==> src/rtl/control_unit.sv <==
// control_unit: Moore FSM that fetches, decodes and sequences the six-instruction 16-bit datapath.
// Latency: 3 cycles per instruction (fetch, decode, execute); a taken JMPZ adds one PC-update cycle.
// Backpressure: none; all memories answer in one cycle, an illegal opcode halts until reset.
module control_unit #(
   parameter int WIDTH   = 16,
   parameter int REGBITS = 4,
   parameter int DADDR   = 8
) (
   input  logic               clk,
   input  logic               rst_n,
   input  logic [WIDTH-1:0]   i_data,
   output logic [WIDTH-1:0]   i_addr,
   output logic               i_rd,
   output logic [DADDR-1:0]   d_addr,
   output logic               d_rd,
   output logic               d_wr,
   output logic [7:0]         rf_w_data,
   output logic [REGBITS-1:0] rf_w_addr,
   output logic [REGBITS-1:0] rf_rp_addr,
   output logic [REGBITS-1:0] rf_rq_addr,
   output logic               rf_w_wr,
   output logic               rf_rp_rd,
   output logic               rf_rq_rd,
   output logic [1:0]         rf_s,
   output logic [1:0]         alu_s,
   input  logic               rf_rp_zero,
   output logic               halt
);

   // State encoding kept as plain constants so it matches older netlists and waveforms
   localparam logic [3:0] S_INIT      = 4'd0;
   localparam logic [3:0] S_FETCH     = 4'd1;
   localparam logic [3:0] S_DECODE    = 4'd2;
   localparam logic [3:0] S_LOAD      = 4'd3;
   localparam logic [3:0] S_STORE     = 4'd4;
   localparam logic [3:0] S_ADD       = 4'd5;
   localparam logic [3:0] S_SUB       = 4'd6;
   localparam logic [3:0] S_LOADC     = 4'd7;
   localparam logic [3:0] S_JMPZ      = 4'd8;
   localparam logic [3:0] S_JMPZ_TAKE = 4'd9;
   localparam logic [3:0] S_ILLEGAL   = 4'd10;

   localparam logic [3:0] OP_LOAD  = 4'b0000;
   localparam logic [3:0] OP_STORE = 4'b0001;
   localparam logic [3:0] OP_ADD   = 4'b0010;
   localparam logic [3:0] OP_LOADC = 4'b0011;
   localparam logic [3:0] OP_SUB   = 4'b0100;
   localparam logic [3:0] OP_JMPZ  = 4'b0101;

   localparam logic [1:0] RF_S_ALU = 2'b00;
   localparam logic [1:0] RF_S_MEM = 2'b01;
   localparam logic [1:0] RF_S_IMM = 2'b10;

   localparam logic [1:0] ALU_PASS = 2'b00;
   localparam logic [1:0] ALU_ADD  = 2'b01;
   localparam logic [1:0] ALU_SUB  = 2'b10;

   logic [3:0]       state;
   logic [3:0]       state_nxt;
   logic [WIDTH-1:0] pc;
   logic [WIDTH-1:0] ir;

   // Instruction fields
   logic [3:0]       opcode;
   logic [3:0]       ra;
   logic [3:0]       rb;
   logic [3:0]       rc;
   logic [7:0]       d;
   logic [WIDTH-1:0] d_sext;

   assign opcode = ir[15:12];
   assign ra     = ir[11:8];
   assign rb     = ir[7:4];
   assign rc     = ir[3:0];
   assign d      = ir[7:0];
   assign d_sext = {{(WIDTH-8){d[7]}}, d};

   // Instruction memory always addressed by the PC, including during reset
   assign i_addr = pc;

   // State register
   always_ff @(posedge clk or negedge rst_n) begin
      if (!rst_n) begin
         state <= S_INIT;
      end else begin
         state <= state_nxt;
      end
   end

   // PC and IR: load on fetch, relative branch when JMPZ is taken
   always_ff @(posedge clk or negedge rst_n) begin
      if (!rst_n) begin
         pc <= '0;
         ir <= '0;
      end else begin
         case (state)
            S_FETCH: begin
               ir <= i_data;
               pc <= pc + WIDTH'(1);
            end
            // PC already points one past the JMPZ, so back off by one to land on jmpz_addr + d
            S_JMPZ_TAKE: pc <= pc + d_sext - WIDTH'(1);
            default: ;
         endcase
      end
   end

   // Next-state logic: decode dispatch, zero-flag branch resolution, ILLEGAL is a sink
   always_comb begin
      state_nxt = state;
      case (state)
         S_INIT:   state_nxt = S_FETCH;
         S_FETCH:  state_nxt = S_DECODE;
         S_DECODE: begin
            case (opcode)
               OP_LOAD:  state_nxt = S_LOAD;
               OP_STORE: state_nxt = S_STORE;
               OP_ADD:   state_nxt = S_ADD;
               OP_LOADC: state_nxt = S_LOADC;
               OP_SUB:   state_nxt = S_SUB;
               OP_JMPZ:  state_nxt = S_JMPZ;
               default:  state_nxt = S_ILLEGAL;
            endcase
         end
         S_LOAD, S_STORE, S_ADD, S_SUB, S_LOADC: state_nxt = S_FETCH;
         S_JMPZ:      state_nxt = rf_rp_zero ? S_JMPZ_TAKE : S_FETCH;
         S_JMPZ_TAKE: state_nxt = S_FETCH;
         S_ILLEGAL:   state_nxt = S_ILLEGAL;
         // Unused encodings park in ILLEGAL so a corrupted state is visible on halt
         default:     state_nxt = S_ILLEGAL;
      endcase
   end

   // Moore output decode from state and IR; everything not driven by a state stays 0
   always_comb begin
      i_rd       = 1'b0;
      d_addr     = '0;
      d_rd       = 1'b0;
      d_wr       = 1'b0;
      rf_w_data  = 8'h00;
      rf_w_addr  = '0;
      rf_rp_addr = '0;
      rf_rq_addr = '0;
      rf_w_wr    = 1'b0;
      rf_rp_rd   = 1'b0;
      rf_rq_rd   = 1'b0;
      rf_s       = RF_S_ALU;
      alu_s      = ALU_PASS;
      halt       = 1'b0;
      case (state)
         S_FETCH: i_rd = 1'b1;
         S_LOAD: begin
            d_addr    = DADDR'(d);
            d_rd      = 1'b1;
            rf_s      = RF_S_MEM;
            rf_w_addr = REGBITS'(ra);
            rf_w_wr   = 1'b1;
         end
         S_STORE: begin
            d_addr     = DADDR'(d);
            d_wr       = 1'b1;
            rf_rp_addr = REGBITS'(ra);
            rf_rp_rd   = 1'b1;
         end
         S_ADD, S_SUB: begin
            rf_rp_addr = REGBITS'(rb);
            rf_rp_rd   = 1'b1;
            rf_rq_addr = REGBITS'(rc);
            rf_rq_rd   = 1'b1;
            alu_s      = (state == S_ADD) ? ALU_ADD : ALU_SUB;
            rf_s       = RF_S_ALU;
            rf_w_addr  = REGBITS'(ra);
            rf_w_wr    = 1'b1;
         end
         S_LOADC: begin
            rf_s      = RF_S_IMM;
            rf_w_data = d;
            rf_w_addr = REGBITS'(ra);
            rf_w_wr   = 1'b1;
         end
         S_JMPZ: begin
            rf_rp_addr = REGBITS'(ra);
            rf_rp_rd   = 1'b1;
         end
         S_ILLEGAL: halt = 1'b1;
         default: ;
      endcase
   end

endmodule

==> config.mk <==
export PLATFORM = sky130hd
export DESIGN_NAME = control_unit
export DESIGN_NICKNAME = d
export VERILOG_FILES = /design/src/rtl/control_unit.sv
export SDC_FILE = /design/constraint.sdc
export NUM_CORES = 1
export LEC_CHECK = 0
export CAP_MARGIN = 20
export CORE_AREA = 2 2 83 85
export CTS_CLUSTER_SIZE = 20
export DETAILED_ROUTE_END_ITERATION = 16
export DIE_AREA = 0 0 85 87
export GPL_TIMING_DRIVEN = 0
export PLACE_DENSITY = 0.79
export SYNTH_ARGS = -nofsm -noshare
export SYNTH_HDL_FRONTEND = slang
export SYNTH_SLANG_ARGS = --single-unit
==> constraint.sdc <==
create_clock -name clk -period 4.79 [get_ports clk]
set_input_delay 0.7185 -clock clk [delete_from_list [all_inputs] [get_ports clk]]
set_output_delay 0.7185 -clock clk [all_outputs]
set_load 0.03 [all_outputs]
==> run_summary.xml, run 1 <==
<?xml version="1.0" encoding="UTF-8"?>
<metrics>
  <group name="global_routing">
    <metric name="grt_pass1_wl" unit="um">14400</metric>
    <metric name="grt_start_max_net_pins" unit="">37</metric>
    <metric name="grt.overflow.total" unit="">0</metric>
    <metric name="grt_util_all_layers" unit="%">24.2</metric>
    <metric name="grt_pass1_vias" unit="">3042</metric>
    <metric name="grt_antenna_before_repair" unit="">0</metric>
  </group>
  <group name="worst_hold_path">
    <metric name="worst_min_path_start" unit="">i_addr[15]</metric>
    <metric name="worst_hold_path.endpoint" unit="">i_addr[15]</metric>
    <metric name="holdPathStages" unit="">1</metric>
    <metric name="holdCritPathClass" unit="">reg2reg</metric>
  </group>
  <group name="routing">
    <metric name="detailedRoute.firstIterationViolations" unit="">204</metric>
    <metric name="first_pass_iters" unit="">5</metric>
    <metric name="via_count" unit="">3211</metric>
    <metric name="drt-vias-per-instance" unit="">5.65</metric>
    <metric name="post_route_wl" unit="um">8800</metric>
    <metric name="post-route-drc-count" unit="">0</metric>
    <metric name="wire_per_inst" unit="um">15.5</metric>
    <metric name="route.antenna.remaining_nets" unit="">0</metric>
  </group>
  <group name="synthesis">
    <metric name="post_synth_num_cell_types" unit="">58</metric>
    <metric name="yosys_register_bits" unit="">36</metric>
    <metric name="warnings_from_yosys" unit="">0</metric>
    <metric name="yosysSeqAreaShare" unit="%">28.4</metric>
    <metric name="synth_enable_flop_cells" unit="">0</metric>
    <metric name="postSynthAreaPerCell" unit="um^2">7.80</metric>
    <metric name="synthCells" unit="">407</metric>
    <metric name="synthArstFlopShare" unit="%">100</metric>
    <metric name="synth_top_flop_cell" unit="">sky130_fd_sc_hd__dfrtp_1</metric>
    <metric name="synth.net_count" unit="">457</metric>
    <metric name="mappedNetlistArea" unit="um^2">3170</metric>
  </group>
  <group name="worst_setup_path">
    <metric name="slowest_stage" unit="">sky130_fd_sc_hd__clkdlybuf4s50_1</metric>
    <metric name="cp_common_cell" unit="">sky130_fd_sc_hd__nor2_1</metric>
    <metric name="critical-path-max-stage-delay" unit="ps">630</metric>
    <metric name="critPathRequiredTime" unit="ps">4070</metric>
    <metric name="worst_ep_arrival_time" unit="ps">2890</metric>
    <metric name="worst-path-buf-inv" unit="">3</metric>
    <metric name="critPathCaptureType" unit="">output pin</metric>
    <metric name="cell_by_cell_listing_of_the_critical_path" unit="">buf_2 &gt; clkinv_1 &gt; nand2_1 &gt; nor3_1 &gt; nor2_1 &gt; nor2_1 &gt; clkdlybuf4s50_1</metric>
    <metric name="crit-reg2reg-capture" unit="">i_addr[13]</metric>
    <metric name="cp_max_fo" unit="">9</metric>
    <metric name="worstSetupPathType" unit="">reg2out</metric>
    <metric name="r2r.worst_path.cells" unit="">13</metric>
    <metric name="gate_family_responsible_for_the_most_delay_along_the_worst_path" unit="">buffers and inverters</metric>
    <metric name="reg2reg_setup_slack" unit="ps">1790</metric>
    <metric name="critical_path.startpoint_type" unit="">flip-flop</metric>
    <metric name="worstReg2RegStart" unit="">i_addr[1]</metric>
  </group>
  <group name="clocking">
    <metric name="cts-root-buf" unit="">sky130_fd_sc_hd__clkbuf_8</metric>
    <metric name="postCtsResizedCells" unit="">0</metric>
    <metric name="insertion_delay" unit="ps">290</metric>
    <metric name="cts_setup_buffers" unit="">0</metric>
    <metric name="number_of_clock_sinks" unit="">36</metric>
    <metric name="post_cts_hold_buffer_count" unit="">0</metric>
    <metric name="clock_tree.buffer_depth" unit="">2</metric>
    <metric name="inserted_clock_buffers" unit="">5</metric>
    <metric name="clk_pin_slew_worst_paths" unit="ps">70</metric>
    <metric name="cts-htree-levels" unit="">2</metric>
    <metric name="cts_tree" unit="">yes</metric>
  </group>
  <group name="floorplan">
    <metric name="die_y" unit="um">87</metric>
    <metric name="floorplan.rows" unit="">30</metric>
    <metric name="dieArea" unit="um^2">7400</metric>
    <metric name="fp.coreArea" unit="um^2">6570</metric>
    <metric name="die_x" unit="um">85</metric>
    <metric name="floorplan.initialDensity" unit="%">48.3</metric>
    <metric name="ios" unit="">74</metric>
  </group>
  <group name="cells_and_area">
    <metric name="antenna_cells_inserted" unit="">0</metric>
    <metric name="nNetsFinal" unit="">537</metric>
    <metric name="syn_to_final_growth" unit="%">30.0</metric>
    <metric name="multiInputGateArea" unit="um^2">1990</metric>
    <metric name="instances_no_fill" unit="">568</metric>
    <metric name="sequential_cell_area" unit="um^2">901</metric>
    <metric name="final_layout_size_suffix_gt1_share" unit="%">7.79</metric>
    <metric name="fill_cells" unit="">590</metric>
  </group>
  <group name="sta">
    <metric name="timing.final.hold_violations" unit="">0</metric>
    <metric name="tns" unit="ps">0</metric>
    <metric name="relSlewSlack" unit="%">45.1</metric>
    <metric name="max_freq" unit="MHz">277</metric>
    <metric name="timing_max_transition_violations_final" unit="">0</metric>
    <metric name="finalSetupViolCount" unit="">0</metric>
    <metric name="grt_setup_unrepaired" unit="">false</metric>
    <metric name="final.setup.worst_slack" unit="ps">1180</metric>
    <metric name="layout_worst_path_cycle_share" unit="%">75.3</metric>
    <metric name="skew" unit="ps">5.41</metric>
    <metric name="min_period" unit="ps">3610</metric>
    <metric name="timing_worst_slew_pin_value" unit="ps">823</metric>
  </group>
  <group name="placement">
    <metric name="port_buffers" unit="">73</metric>
    <metric name="hpwlAfterDp" unit="um">6730</metric>
    <metric name="post-place-cells" unit="">560</metric>
    <metric name="placer_congestion" unit="">0.917</metric>
    <metric name="dp_worst_setup_slack" unit="ps">1600</metric>
  </group>
  <group name="status">
    <metric name="outcome" unit="">finished clean</metric>
  </group>
  <group name="job">
    <metric name="maxCapViolCount" unit="">0</metric>
  </group>
</metrics>
[layout make-up]
cell class,count,share of cell area (%)
flip-flops and latches,36,21.8
clock buffers,7,2.33
clock inverters,1,0.728
plain buffers,15,1.79
inverters,57,5.18
multi-input cells,299,48.1
well taps,80,2.43
repair buffers,73,17.6
[cell families after synthesis]
group                    count (synthesis)  synth area share [%]
flip-flops                              36                  28.4
XOR/XNOR                                10                  2.76
adder cells (fa/ha/maj)                 31                  12.5
AND/OR/NAND/NOR                        135                  21.5
multiplexers                            13                  4.45
buffers and inverters                   72                  9.07
AO/OA/AOI/OAI                          110                  21.4
[per-stage QoR]
stage | area (um^2) | utilization, % | hold WS [ps]
6_report | 4130 | 62.8 | 483
3_5_place_dp | 4000 | 60.9 | 470
3_3_place_gp | 4010 | 61.0 | 461
4_1_cts | 4130 | 62.8 | 485
2_1_floorplan | 3170 | - | 423
5_1_grt | 4130 | 62.8 | 508
[state kept, by name (all words and copies together), names as in the netlist]
signal and flops:
ir 16, state 4, i_addr 16
[layer usage]
layer	global-route usage, %	up-vias	wire length, um
li1	-	1570	-
met1	30.8	1508	3920
met2	41.5	121	4190
met3	4.45	12	543
met4	8.23	0	148
met5	0	-	0
[synth_stat cells, types with 5 or more instances]
cell | instances | area share, %
sky130_fd_sc_hd__inv_1 | 55 | 6.5
sky130_fd_sc_hd__dfrtp_1 | 36 | 28
sky130_fd_sc_hd__o21ai_0 | 35 | 5.5
sky130_fd_sc_hd__a21oi_1 | 34 | 5.4
sky130_fd_sc_hd__nor2_1 | 34 | 4.0
sky130_fd_sc_hd__nand2_1 | 31 | 3.7
sky130_fd_sc_hd__ha_1 | 30 | 12
sky130_fd_sc_hd__nor3_1 | 21 | 3.3
sky130_fd_sc_hd__nand3_1 | 12 | 1.9
sky130_fd_sc_hd__mux2_2 | 9 | 3.2
sky130_fd_sc_hd__clkbuf_1 | 7 | 0.83
sky130_fd_sc_hd__nand2b_1 | 7 | 1.4
sky130_fd_sc_hd__xnor2_1 | 7 | 1.9
sky130_fd_sc_hd__a21o_1 | 6 | 1.4
sky130_fd_sc_hd__o21a_1 | 6 | 1.4
sky130_fd_sc_hd__buf_2 | 5 | 0.79
[worst register-to-register path: stages, from the launching register on]
cell and delay, ps:
sky130_fd_sc_hd__dfrtp_1 400, sky130_fd_sc_hd__inv_1 110, sky130_fd_sc_hd__ha_1 300, sky130_fd_sc_hd__inv_1 60
sky130_fd_sc_hd__ha_1 150, sky130_fd_sc_hd__inv_1 50, sky130_fd_sc_hd__fa_1 460, sky130_fd_sc_hd__nor2b_4 170
sky130_fd_sc_hd__o211ai_2 110, sky130_fd_sc_hd__a31oi_1 340, sky130_fd_sc_hd__a31o_1 220, sky130_fd_sc_hd__a21oi_2 70
sky130_fd_sc_hd__xnor2_1 150, sky130_fd_sc_hd__a211o_1 300
[how the worst max path moves through the flow]
stage,from,endpoint,slack (ps),depth (start not counted)
3_3_place_gp,state[3],d_addr[6],1600,7
5_1_grt,state[3],d_addr[6],1040,7
6_report,state[3],d_addr[6],1180,7
2_1_floorplan,state[1],d_addr[0],1850,5
4_1_cts,state[3],d_addr[6],1210,7
3_5_place_dp,state[3],d_addr[6],1600,7
[cell usage in the layout (no fill, tap or decap), types with 2 or more instances in the layout]
| cell type | instances |
|---|---|
| sky130_fd_sc_hd__a21boi_0 | 2 |
| sky130_fd_sc_hd__a21o_1 | 6 |
| sky130_fd_sc_hd__a21oi_1 | 34 |
| sky130_fd_sc_hd__a21oi_2 | 2 |
| sky130_fd_sc_hd__a222oi_1 | 2 |
| sky130_fd_sc_hd__a31o_1 | 2 |
| sky130_fd_sc_hd__a31oi_1 | 3 |
| sky130_fd_sc_hd__and2_1 | 4 |
| sky130_fd_sc_hd__and3_1 | 4 |
| sky130_fd_sc_hd__buf_2 | 6 |
| sky130_fd_sc_hd__clkbuf_1 | 7 |
| sky130_fd_sc_hd__clkbuf_8 | 7 |
| sky130_fd_sc_hd__clkdlybuf4s50_1 | 72 |
| sky130_fd_sc_hd__dfrtp_1 | 36 |
| sky130_fd_sc_hd__ha_1 | 30 |
| sky130_fd_sc_hd__inv_1 | 55 |
| sky130_fd_sc_hd__mux2_2 | 9 |
| sky130_fd_sc_hd__mux2i_1 | 4 |
| sky130_fd_sc_hd__nand2_1 | 31 |
| sky130_fd_sc_hd__nand2b_1 | 7 |
| sky130_fd_sc_hd__nand3_1 | 12 |
| sky130_fd_sc_hd__nand4_1 | 2 |
| sky130_fd_sc_hd__nor2_1 | 34 |
| sky130_fd_sc_hd__nor2b_1 | 2 |
| sky130_fd_sc_hd__nor3_1 | 21 |
| sky130_fd_sc_hd__nor4_1 | 4 |
| sky130_fd_sc_hd__o211ai_1 | 3 |
| sky130_fd_sc_hd__o21a_1 | 6 |
| sky130_fd_sc_hd__o21ai_0 | 35 |
| sky130_fd_sc_hd__o22ai_1 | 4 |
| sky130_fd_sc_hd__o31ai_1 | 2 |
| sky130_fd_sc_hd__or3_1 | 3 |
| sky130_fd_sc_hd__xnor2_1 | 7 |
| sky130_fd_sc_hd__xor2_1 | 3 |
Power of run 1 is not shown: default switching activity piles up to over one toggle a cycle in this logic, so the estimate is an artifact.
==> run 2: changes to the inputs <==
--- a/config.mk
+++ b/config.mk
@@ -6,12 +6,12 @@
 export NUM_CORES = 1
 export LEC_CHECK = 0
 export CAP_MARGIN = 20
-export CORE_AREA = 2 2 83 85
+export CORE_AREA = 2 2 87 89
 export CTS_CLUSTER_SIZE = 20
 export DETAILED_ROUTE_END_ITERATION = 16
-export DIE_AREA = 0 0 85 87
+export DIE_AREA = 0 0 89 91
 export GPL_TIMING_DRIVEN = 0
-export PLACE_DENSITY = 0.79
+export PLACE_DENSITY = 0.75
 export SYNTH_ARGS = -nofsm -noshare
 export SYNTH_HDL_FRONTEND = slang
 export SYNTH_SLANG_ARGS = --single-unit
==> constraint.sdc (replaced) <==
create_clock -name clk -period 3.3 [get_ports clk]
set_input_delay 0.495 -clock clk [delete_from_list [all_inputs] [get_ports clk]]
set_output_delay 0.495 -clock clk [all_outputs]
set_load 0.03 [all_outputs]
==> run 2 against run 1 <==
Global-route usage shrank 1.8 points. Critical endpoint is now d_addr[4]. Core utilization shrank 5.0 points. Final cell count grew 3.3%. Flip-flop and latch count is the same.
==> run_summary.xml, run 2 (synthesized netlist as in run 1, its figures left out) <==
<?xml version="1.0" encoding="UTF-8"?>
<metrics>
  <group name="worst_hold_path">
    <metric name="holdCritPathClass" unit="">in2async</metric>
  </group>
  <group name="clocking">
    <metric name="inserted_clock_buffers" unit="">5</metric>
    <metric name="clk_pin_slew_worst_paths" unit="ps">80</metric>
    <metric name="postCtsResizedCells" unit="">0</metric>
    <metric name="post_cts_hold_buffer_count" unit="">0</metric>
    <metric name="cts-root-buf" unit="">sky130_fd_sc_hd__clkbuf_8</metric>
    <metric name="cts-htree-levels" unit="">2</metric>
    <metric name="number_of_clock_sinks" unit="">36</metric>
    <metric name="insertion_delay" unit="ps">290</metric>
    <metric name="cts_setup_buffers" unit="">0</metric>
    <metric name="cts_tree" unit="">yes</metric>
    <metric name="clock_tree.buffer_depth" unit="">2</metric>
  </group>
  <group name="placement">
    <metric name="port_buffers" unit="">73</metric>
    <metric name="placer_congestion" unit="">0.955</metric>
    <metric name="hpwlAfterDp" unit="um">6740</metric>
    <metric name="post_dp_cell_area" unit="um^2">4020</metric>
  </group>
  <group name="cells_and_area">
    <metric name="final_layout_size_suffix_gt1_share" unit="%">7.99</metric>
    <metric name="multiInputGateArea" unit="um^2">1990</metric>
    <metric name="nNetsFinal" unit="">537</metric>
    <metric name="fill_cells" unit="">673</metric>
    <metric name="layout.cell_area.non_filler" unit="um^2">4130</metric>
    <metric name="syn_to_final_growth" unit="%">30.0</metric>
    <metric name="antenna_cells_inserted" unit="">0</metric>
    <metric name="sequential_cell_area" unit="um^2">901</metric>
    <metric name="leading_cell_type_in_the_layout_fill_and_taps_excluded" unit="">sky130_fd_sc_hd__clkdlybuf4s50_1</metric>
    <metric name="commonest_cells_after_routing_fill_and_taps_aside" unit="">sky130_fd_sc_hd__clkdlybuf4s50_1, sky130_fd_sc_hd__inv_1, sky130_fd_sc_hd__dfrtp_1, sky130_fd_sc_hd__o21ai_0, sky130_fd_sc_hd__a21oi_1</metric>
  </group>
  <group name="sta">
    <metric name="grt_setup_unrepaired" unit="">true</metric>
    <metric name="finalSetupViolCount" unit="">0</metric>
    <metric name="timing_worst_slew_pin_value" unit="ps">828</metric>
    <metric name="timing_max_transition_violations_final" unit="">0</metric>
    <metric name="layout_worst_path_cycle_share" unit="%">94.0</metric>
    <metric name="skew" unit="ps">8.61</metric>
    <metric name="holdWs" unit="ps">302</metric>
    <metric name="max_freq" unit="MHz">322</metric>
    <metric name="relSlewSlack" unit="%">44.8</metric>
    <metric name="timing.final.hold_violations" unit="">0</metric>
    <metric name="min_period" unit="ps">3100</metric>
  </group>
  <group name="routing">
    <metric name="detailedRoute.firstIterationViolations" unit="">243</metric>
    <metric name="route.antenna.remaining_nets" unit="">0</metric>
    <metric name="first_pass_iters" unit="">6</metric>
    <metric name="wire_per_inst" unit="um">15.2</metric>
    <metric name="post_route_wl" unit="um">8910</metric>
    <metric name="via_count" unit="">3236</metric>
    <metric name="drt-vias-per-instance" unit="">5.51</metric>
    <metric name="post-route-drc-count" unit="">0</metric>
  </group>
  <group name="floorplan">
    <metric name="dieArea" unit="um^2">8100</metric>
    <metric name="die_y" unit="um">91</metric>
    <metric name="floorplan.initialDensity" unit="%">44.5</metric>
    <metric name="ios" unit="">74</metric>
    <metric name="fp.coreArea" unit="um^2">7140</metric>
    <metric name="floorplan.rows" unit="">31</metric>
    <metric name="die_x" unit="um">89</metric>
  </group>
  <group name="worst_setup_path">
    <metric name="worstSetupPathType" unit="">reg2out</metric>
    <metric name="reg2reg_setup_slack" unit="ps">350</metric>
    <metric name="worst_ep_arrival_time" unit="ps">2610</metric>
    <metric name="cp_max_fo" unit="">9</metric>
    <metric name="critical_path.startpoint_type" unit="">flip-flop</metric>
    <metric name="critPathCaptureType" unit="">output pin</metric>
    <metric name="critPathRequiredTime" unit="ps">2800</metric>
  </group>
  <group name="global_routing">
    <metric name="grt_util_all_layers" unit="%">22.5</metric>
    <metric name="grt_antenna_before_repair" unit="">0</metric>
    <metric name="grt_pass1_vias" unit="">3115</metric>
    <metric name="grt.overflow.total" unit="">0</metric>
    <metric name="grt_start_max_net_pins" unit="">37</metric>
    <metric name="grt_pass1_wl" unit="um">14600</metric>
  </group>
  <group name="status">
    <metric name="outcome" unit="">finished clean</metric>
  </group>
  <group name="job">
    <metric name="maxCapViolCount" unit="">0</metric>
  </group>
</metrics>
## run 2: changes by cell type in the layout (fill, tap and decap cells not counted)
| cell | change |
|---|---|
| sky130_fd_sc_hd__clkinv_2 | +2 |
| sky130_fd_sc_hd__bufinv_16 | -1 |
| sky130_fd_sc_hd__clkbuf_8 | -1 |
| sky130_fd_sc_hd__nor2_1 | -1 |
| sky130_fd_sc_hd__nor2_2 | +1 |
| sky130_fd_sc_hd__nor3_2 | -1 |
| sky130_fd_sc_hd__nor3_4 | +1 |
## run 2: layout make-up
class,instances,area share (%)
Clock buffer,6,2.00
Tap cell,99,3.00
Buffer,15,1.79
Timing Repair Buffer,73,17.6
Inverter,57,5.19
Sequential cell,36,21.8
Clock inverter,2,0.243
Multi-Input combinational cell,299,48.3
## run 2: worst max-delay path: stages, from the launching register on
cell	delay, ps
sky130_fd_sc_hd__dfrtp_1	320
sky130_fd_sc_hd__buf_2	200
sky130_fd_sc_hd__clkinv_1	310
sky130_fd_sc_hd__nand2_1	330
sky130_fd_sc_hd__nor3_1	120
sky130_fd_sc_hd__nor2_2	340
sky130_fd_sc_hd__nor2_1	80
sky130_fd_sc_hd__clkdlybuf4s50_1	610
## run 2: path summary, 6_finish.rpt
kind                         endpoint  depth (start not counted)        from
min                             ir[8]                          1       rst_n
min reg2reg                i_addr[15]                          1  i_addr[15]
max                         d_addr[4]                          7    state[3]
max in group asynchronous   i_addr[7]                          1       rst_n
min in group clk           i_addr[15]                          1  i_addr[15]
max reg2reg                i_addr[13]                         13   i_addr[1]
## run 2: through the flow
step                setup slack (ps)  util (%)  TNS (ps)  std cells
floorplan                        448         -         0        407
global placement                 390      56.5         0        579
detailed placement               359      56.4         0        579
CTS                             39.4      57.7         0        587
global route                   -4.93      57.8     -4.93        587
finish                           197      57.8         0        587
## run 2: metal layers
metal / vias to the layer above / track usage (%) / share of wire [%]
li1: 1580 / - / -
met1: 1512 / 29.7 / 45
met2: 130 / 36.8 / 47
met3: 14 / 5.09 / 7.1
met4: 0 / 5.97 / 1.1
met5: - / 0 / 0
Power of run 2 is left out for the same reason.
==> run 3: changes to the inputs <==
--- a/config.mk
+++ b/config.mk
@@ -12,6 +12,7 @@
 export DIE_AREA = 0 0 89 91
 export GPL_TIMING_DRIVEN = 0
 export PLACE_DENSITY = 0.75
+export SKIP_CTS_REPAIR_TIMING = 1
 export SYNTH_ARGS = -nofsm -noshare
 export SYNTH_HDL_FRONTEND = slang
 export SYNTH_SLANG_ARGS = --single-unit
==> results of run 3 <==
No change in the layout: final DEF, timing and power equal those of run 2.
Power of run 3 is left out for the same reason.
